`config.mk`:
```
export PLATFORM = sky130hd
export DESIGN_NAME = seq_shift_add_multiplier
export DESIGN_NICKNAME = d
export VERILOG_FILES = /design/src/rtl/seq_shift_add_multiplier_pkg.sv /design/src/rtl/seq_shift_add_multiplier_fast_adder.sv /design/src/rtl/seq_shift_add_multiplier.sv
export SDC_FILE = /design/constraint.sdc
export NUM_CORES = 1
export LEC_CHECK = 0
export CORE_MARGIN = 2
export CORE_UTILIZATION = 30
export CTS_CLUSTER_DIAMETER = 200
export CTS_CLUSTER_SIZE = 12
export DETAILED_ROUTE_END_ITERATION = 6
export PLACE_DENSITY = 0.61
export SYNTH_ARGS = -nofsm -noshare
export SYNTH_HDL_FRONTEND = slang
export SYNTH_HIERARCHICAL = 1
export SYNTH_SLANG_ARGS = --single-unit
```
`constraint.sdc`:
```
create_clock -name clk -period 2 [get_ports clk]
set_clock_uncertainty 0.1 [all_clocks]
set_input_delay 0.4 -clock clk [delete_from_list [all_inputs] [get_ports clk]]
set_output_delay 0.4 -clock clk [all_outputs]
set_load 0.01 [all_outputs]
```
`src/rtl/seq_shift_add_multiplier_pkg.sv`:
```
// -----------------------------------------------------------------------------
// mult_pkg
// Shared types and helpers for the sequential shift-and-add multiplier.
//   state_t   : controller states (IDLE accepts, BUSY iterates, DONE presents)
//   cnt_width : width of the iteration counter for an N-bit operand
// -----------------------------------------------------------------------------
package mult_pkg;

  typedef enum logic [1:0] {
    IDLE = 2'd0,
    BUSY = 2'd1,
    DONE = 2'd2
  } state_t;

  // The counter must be able to hold N-1 (last add) without wrapping;
  // $clog2(N+1) leaves headroom so N itself is also representable.
  function automatic int cnt_width(input int n);
    return $clog2(n + 1);
  endfunction

endpackage

```
`src/rtl/seq_shift_add_multiplier_fast_adder.sv`:
```
// -----------------------------------------------------------------------------
// fast_adder
// N-bit carry-lookahead adder: S = A + B + Cin, Cout = carry out of bit N-1.
// Ports:
//   A, B  in  N  addends
//   Cin   in  1  carry in
//   S     out N  sum
//   Cout  out 1  carry out
// Each carry is computed directly from generate/propagate terms as a flat
// sum-of-products rather than rippling through the lower carries.
// -----------------------------------------------------------------------------
module fast_adder #(
  parameter int N = 8
) (
  input  logic [N-1:0] A,
  input  logic [N-1:0] B,
  input  logic         Cin,
  output logic [N-1:0] S,
  output logic         Cout
);

  logic [N-1:0] g;
  logic [N-1:0] p;
  logic [N:0]   c;

  assign g    = A & B;
  assign p    = A ^ B;
  assign c[0] = Cin;

  genvar gi;
  generate
    for (gi = 0; gi < N; gi++) begin : g_carry
      logic carry_b;

      // c[gi+1] = g[gi] | p[gi]g[gi-1] | ... | p[gi..0]Cin
      always_comb begin : carry_sop
        logic sop;
        logic prop;
        sop  = 1'b0;
        prop = 1'b1;
        for (int j = gi; j >= 0; j--) begin
          sop  = sop | (prop & g[j]);
          prop = prop & p[j];
        end
        carry_b = sop | (prop & Cin);
      end

      assign c[gi+1] = carry_b;
    end
  endgenerate

  assign S    = p ^ c[N-1:0];
  assign Cout = c[N];

endmodule

```
`src/rtl/seq_shift_add_multiplier.sv`:
```
// -----------------------------------------------------------------------------
// seq_shift_add_multiplier
// Iterative unsigned N x N multiplier, one partial product per clock.
// Ports:
//   clk      in   1   clock
//   reset    in   1   synchronous active-high reset
//   i_valid  in   1   operand pair valid
//   i_ready  out  1   operands can be accepted (IDLE only)
//   i_a      in   N   multiplicand
//   i_b      in   N   multiplier
//   o_valid  out  1   o_p holds a finished product (DONE only)
//   o_ready  in   1   consumer takes o_p
//   o_p      out  2N  product; always driven from the accumulator, so it is
//                     only meaningful while o_valid is high
// Accumulator layout: upper half is the running sum, lower half holds the
// multiplier bits not yet consumed. Each BUSY cycle adds mcand (if acc[0]) to
// the upper half and shifts the whole thing right, with the adder carry
// landing in the MSB. After N iterations acc holds the full product.
// -----------------------------------------------------------------------------
module seq_shift_add_multiplier
  import mult_pkg::*;
#(
  parameter int N = 8
) (
  input  logic           clk,
  input  logic           reset,
  input  logic           i_valid,
  output logic           i_ready,
  input  logic [N-1:0]   i_a,
  input  logic [N-1:0]   i_b,
  output logic           o_valid,
  input  logic           o_ready,
  output logic [2*N-1:0] o_p
);

  localparam int             CW       = cnt_width(N);
  localparam logic [CW-1:0]  CNT_LAST = CW'(N - 1);

  state_t           state_q, state_d;
  logic [N-1:0]     mcand_q, mcand_d;
  logic [2*N-1:0]   acc_q,   acc_d;
  logic [CW-1:0]    cnt_q,   cnt_d;

  logic [N-1:0]     add_a;
  logic [N-1:0]     add_b;
  logic [N-1:0]     add_s;
  logic             add_cout;

  // Partial-product add: running sum plus mcand gated by the current
  // multiplier LSB.
  assign add_a = acc_q[2*N-1:N];
  assign add_b = acc_q[0] ? mcand_q : '0;

  fast_adder #(
    .N (N)
  ) u_fast_adder (
    .A    (add_a),
    .B    (add_b),
    .Cin  (1'b0),
    .S    (add_s),
    .Cout (add_cout)
  );

  always_comb begin
    state_d = state_q;
    mcand_d = mcand_q;
    acc_d   = acc_q;
    cnt_d   = cnt_q;
    i_ready = 1'b0;
    o_valid = 1'b0;

    case (state_q)
      IDLE: begin
        i_ready = 1'b1;
        if (i_valid) begin
          mcand_d = i_a;
          acc_d   = {{N{1'b0}}, i_b};
          cnt_d   = '0;
          state_d = BUSY;
        end
      end

      BUSY: begin
        // Carry out becomes the new MSB, so no bit of the sum is lost.
        acc_d = {add_cout, add_s, acc_q[N-1:1]};
        cnt_d = cnt_q + 1'b1;
        if (cnt_q == CNT_LAST) begin
          state_d = DONE;
        end
      end

      DONE: begin
        o_valid = 1'b1;
        if (o_ready) begin
          state_d = IDLE;
        end
      end

      default: begin
        state_d = IDLE;
      end
    endcase
  end

  always_ff @(posedge clk) begin
    if (reset) begin
      state_q <= IDLE;
      mcand_q <= '0;
      acc_q   <= '0;
      cnt_q   <= '0;
    end else begin
      state_q <= state_d;
      mcand_q <= mcand_d;
      acc_q   <= acc_d;
      cnt_q   <= cnt_d;
    end
  end

  assign o_p = acc_q;

endmodule

```
; Word level (Yosys, flattened, before mapping)
; Index checks and enable logic that the tools add are counted.
[word_totals]
output_inout_bits = 18
ff_bits = 30
[op_classes]
n_reduce_logical = 5
bitwise = 80
eq_ne = 6
add_sub_neg = 1
muxes = 11
[ops]
columns = operator, count
row1 = $and A1 B1 Y1, 49
row2 = $pmux W16 S2, 1
row3 = $or A1 B1 Y1, 28
row4 = $mux W16, 1
row5 = $xor A8 B8 Y8, 2
row6 = $and A8 B8 Y8, 1
row7 = $mux W8, 1
row8 = $pmux W4 S2, 1
row9 = $mux W2, 3
row10 = $ne A2 B2 Y1 const B, 3
row11 = $pmux W2 S3, 1
row12 = $add A4 B1 Y4 const B, 1
row13 = $eq A4 B3 Y1 const B, 1
row14 = $mux W4, 1
row15 = $reduce_and A2 Y1, 2
row16 = $reduce_and A3 Y1, 1
row17 = $eq A2 B1 Y1 const B, 1
row18 = $eq A2 B2 Y1 const B, 1
row19 = $logic_not A2 Y1, 1
row20 = $mux W1, 2
row21 = $reduce_bool A2 Y1, 1

; Logic depth before layout (Yosys ltp)
[depth]
depth_word = 11
depth_mapped = 8

; Cells and area by module
; Netlist, hierarchy kept.
[by_module_without_submodules]
columns = mod, cells_per_inst, n_inst, area_each_um2, seq_area_each_um2
row1 = seq_shift_add_multiplier, 157, 1, 1283.7, 600.6
row2 = fast_adder, 41, 1, 332.8, 0.0

; Worst setup path after synthesis
; No wires, ideal clock.
[synth_path]
path_kind = register -> register
startpoint = reg acc_q[0], in the netlist o_p[0]
endpoint = reg acc_q[15], in the netlist o_p[15]
setup_slack_ps = 20
arrival_time_ps = 1748
path_stages_with_launch = 9
required_ps = 1768
setup_ps = 132
n_path_buf = 0
cell_sequence = dfxtp_1 -> and2_1 -> ha_1 -> nand3_1 -> o2111ai_2 -> a221o_1 -> a21o_1 -> nand2_1 -> a21oi_1
[synth_via]
elab_cells_between_ends = 24
cone_classes = mux (2) / bitwise (22)
[synth_lines]
columns = item, line_no
row1 = from (decl), seq_shift_add_multiplier.sv:41  ; logic [2*N-1:0] acc_q, acc_d;
row2 = from (signal assigned), seq_shift_add_multiplier.sv:109  ; acc_q <= '0;
row3 = from (signal assigned), seq_shift_add_multiplier.sv:114  ; acc_q <= acc_d;
row4 = $mux W8 *, seq_shift_add_multiplier.sv:52  ; assign add_b = acc_q[0] ? mcand_q : '0;
row5 = via add_b[3], seq_shift_add_multiplier.sv:45  ; logic [N-1:0] add_b;
row6 = $and A8 B8 Y8 or $xor A8 B8 Y8 (tied branches), "seq_shift_add_multiplier_fast_adder.sv:26, seq_shift_add_multiplier_fast_adder.sv:27"
row7 = $and A1 B1 Y1 (on tied branches), "seq_shift_add_multiplier_fast_adder.sv:42, seq_shift_add_multiplier_fast_adder.sv:43"
row8 = "$or A1 B1 Y1, or another cell as far along (2 in series)", seq_shift_add_multiplier_fast_adder.sv:42  ; sop = sop | (prop & g[j]);
row9 = $or A1 B1 Y1 or $and A1 B1 Y1 (tied branches), seq_shift_add_multiplier_fast_adder.sv:42
row10 = $or A1 B1 Y1 *, seq_shift_add_multiplier_fast_adder.sv:42
row11 = via add_cout, seq_shift_add_multiplier.sv:47  ; logic add_cout;
row12 = $pmux W16 S2 *, seq_shift_add_multiplier.sv:72  ; case (state_q)
; The timed path passes the listed nets; every way through them passes the cells marked *.
; A chain may end at the register's enable or synchronous reset.

; Final worst setup path
[layout_path]
startpoint = reg state_q[0]
endpoint = out o_valid
[layout_via]
elab_chain_cells = 2
[layout_lines]
columns = item, line_no
row1 = from (decl), seq_shift_add_multiplier.sv:39  ; state_t state_q, state_d;
row2 = from (signal assigned), seq_shift_add_multiplier.sv:112  ; state_q <= state_d;
row3 = $eq A2 B2 Y1, seq_shift_add_multiplier.sv:72
row4 = $mux W1, seq_shift_add_multiplier.sv:72
row5 = to (decl), seq_shift_add_multiplier.sv:31  ; output logic o_valid,
; Every way passes these cells.

==> reports/results.ini <==
[outcome]
outcome = finished, final reports clean

[sta]
worst_pin_slew_ps = 523.7
hold_violations = 0
timing.setup.tns_ps = 0
fin_crit_sh = 0.9649
hold_slack_ps = 354.6
slew_viol_final = 0
worst_slack_ps = 70.29
setup_violations = 0
max_slew_margin = 0.6508
max_freq_mhz = 518.2
rsz0062_at_grt = true
post-route-min-period_ps = 1930

[setup_path]
crit_chain = and2b_1 -> clkdlybuf4s50_1
path_max_fanout = 7
slowest_stage = clkdlybuf4s50_1
crit_family = buffers and inverters
critPathArrivalTime_ps = 1430
cp_num_buf_inv = 1
crit_required_ps = 1500
crit_path_end_kind = primary output
cp_slowest_stage_delay_ps = 470
critPathLaunchType = flip-flop
critical_path_class = flip-flop to primary output

[cells_and_area]
drive_gt1_frac = 0.1721
fin_nets = 274
n_fill_cell = 544
fin_util = 0.4569
syn_to_final_growth_pct = 45.28
antenna_cells = 0

[power_and_ir_drop]
p_sw_uw = 391.4
pwr-share-comb = 0.176
internal_power_uw = 1037
p_leak_uw = 0.0008978
pwr-share-clk = 0.365
switching_share = 0.2740
ir_drop_v = 0.0002333
p_seq_frac = 0.459
power_density_nw_per_um2 = 608.3

[die]
io_pins = 38
die_y_um = 77.41
die_width_um = 77.41
die_area_um2 = 5992
start_util = 0.3145
rows = 26
coreArea_um2 = 5140

[clock_tree]
cts_root_buffer = clkbuf_8
hold_buffers = 0
cts_buffer_depth = 2
cts_setup_buffers = 0
clk_pin_slew_worst_paths_ps = 70
cts_sinks = 30
cts_tree = yes
worstSkewPairLatency_ps = 290
numCtsBuffers = 5
htree_levels = 2

[logic_synthesis]
syn_area_per_cell_um2 = 8.164
yosysUniqueCellTypes = 37
ys_async_sr_fraction = 0
yosys_most_used_dff = dfxtp_1
ys_ff_latch = 30
synth-edff-count = 0
yosys_warnings = 6
syn_inst = 198
netlist_area_um2 = 1617
ys_seq_area_frac = 0.3715

[placed_design]
numPortBuffers = 37
gp_congestion = 0.7638
place_ws_ps = -40.95
place_hpwl_mm = 2.642

[global_route]
grt_overflow_total = 0
grt_pass1_wl_mm = 6.223
grt_usage = 0.1300
grt_pass1_vias = 1330
grt_max_degree = 31
antenna_found_initial = 0

[drt]
drtIter0Drc = 43
ant_nets = 0
drc = 0
post_drt_via_cell_ratio = 4.717
drt_pre_antenna_iters = 4
vias = 1481
drt-wirelength-per-cell_um = 12.80
routed_wl_mm = 4.020

[job]
maxCapViolations = 0

[worst_hold_path]
hold_path_class = flip-flop to flip-flop

-- state kept, by name, indices dropped and copies added, names as in the netlist --
| register | count |
|---|---|
| state_q | 2 |
| mcand_q | 8 |
| cnt_q | 4 |
| o_p | 16 |
-- cell usage after synthesis, types with 3 or more instances --
master / count / area share
nand2b_1: 3 / 0.012
a311oi_1: 7 / 0.038
buf_2: 3 / 0.0093
nand2_1: 43 / 0.10
nand3_1: 13 / 0.040
ha_1: 10 / 0.077
inv_1: 5 / 0.012
a21oi_1: 22 / 0.068
dfxtp_1: 30 / 0.37
buf_6: 4 / 0.028
clkbuf_1: 3 / 0.0070
nor2_1: 14 / 0.033
and2_1: 8 / 0.031
xnor2_1: 4 / 0.022
-- final cells by class --
cell class                 instances  area [um^2]  area share
clock buffer                       6        82.58     0.03516
multi-input combinational        153         1077      0.4587
timing repair buffer              48        465.4      0.1982
sequential                        30        604.3      0.2573
inverter                           5        18.77    0.007991
tap                               70        87.58     0.03729
clock inverter                     2        12.51    0.005328
-- cells by family after synthesis --
logic type	Yosys count	synth area share
flops	30	0.3715
other cells	1	0.002320
xor+xnor	6	0.03251
buf+inv	16	0.06037
compound gates	43	0.1827
fa+ha+maj	11	0.08978
simple gates	91	0.2608
-- layout by cell type (no fill, tap or decap), types with 2 or more instances in the layout --
master / Yosys / routed
nor2_1: 14 / 14
conb_1: 1 / 2
xnor2_1: 4 / 4
a21o_1: 2 / 2
and2_4: 0 / 5
and2_1: 8 / 3
inv_1: 5 / 5
and2b_1: 2 / 2
o21ai_0: 2 / 2
dfxtp_1: 30 / 29
ha_4: 0 / 7
clkdlybuf4s50_1: 0 / 37
nand3_1: 13 / 11
ha_1: 10 / 3
nand2_1: 43 / 42
nand2b_1: 3 / 3
a311oi_1: 7 / 7
nor3_1: 2 / 2
buf_4: 1 / 10
nand3_4: 0 / 2
clkbuf_8: 0 / 6
xor2_1: 2 / 2
or3_1: 2 / 2
a21oi_1: 22 / 21
-- stage by stage --
stage | cells | power (uW) | cell area (um^2)
global route | 314 | 1489 | 2349
CTS | 314 | 1429 | 2191
finish | 314 | 1429 | 2349
floorplan | 199 | 795.2 | 1620
detailed placement | 306 | 907.2 | 2095
global placement | 306 | 906.6 | 2095
-- routing by layer --
layer | routed length, um | GRT usage
met5 | 0 | 0
met2 | 1905 | 0.2026
met3 | 118 | 0.02558
met4 | 90 | 0.06964
met1 | 1906 | 0.1694
-- worst register-to-register path: cells and delay by family (launching register included) --
family | cells | cell delay (ps)
xor+xnor | 1 | 170
compound gates | 2 | 450
fa+ha+maj | 1 | 210
simple gates | 3 | 410
buf+inv | 1 | 140
flops | 1 | 370
-- power groups by stage --
stage                     clock [uW]  sequential, uW  combinational, uW
after global placement             0             667                240
after CTS                        534             655                241
after global routing             551             661                277
final                            521             656                252
after detailed placement           0             668                239
after floorplan                    0             671                124
-- final timing paths --
path | start | slack, ps | to | depth (start not counted)
worst max-delay path | state_q[0] | 70 | o_valid | 2
worst min-delay path | mcand_q[1] | 350 | mcand_q[1] | 2
worst max register to register | o_p[0] | 90 | o_p[14] | 8
worst min register to register | mcand_q[1] | 350 | mcand_q[1] | 2
-- what timing repair did --
item / 4_1_cts / 5_1_grt
setup endpoints to repair: 2 / 4
resized for setup: 1 / 23
pin swaps: 1 / 9
Power figures use the tool's default switching activity.
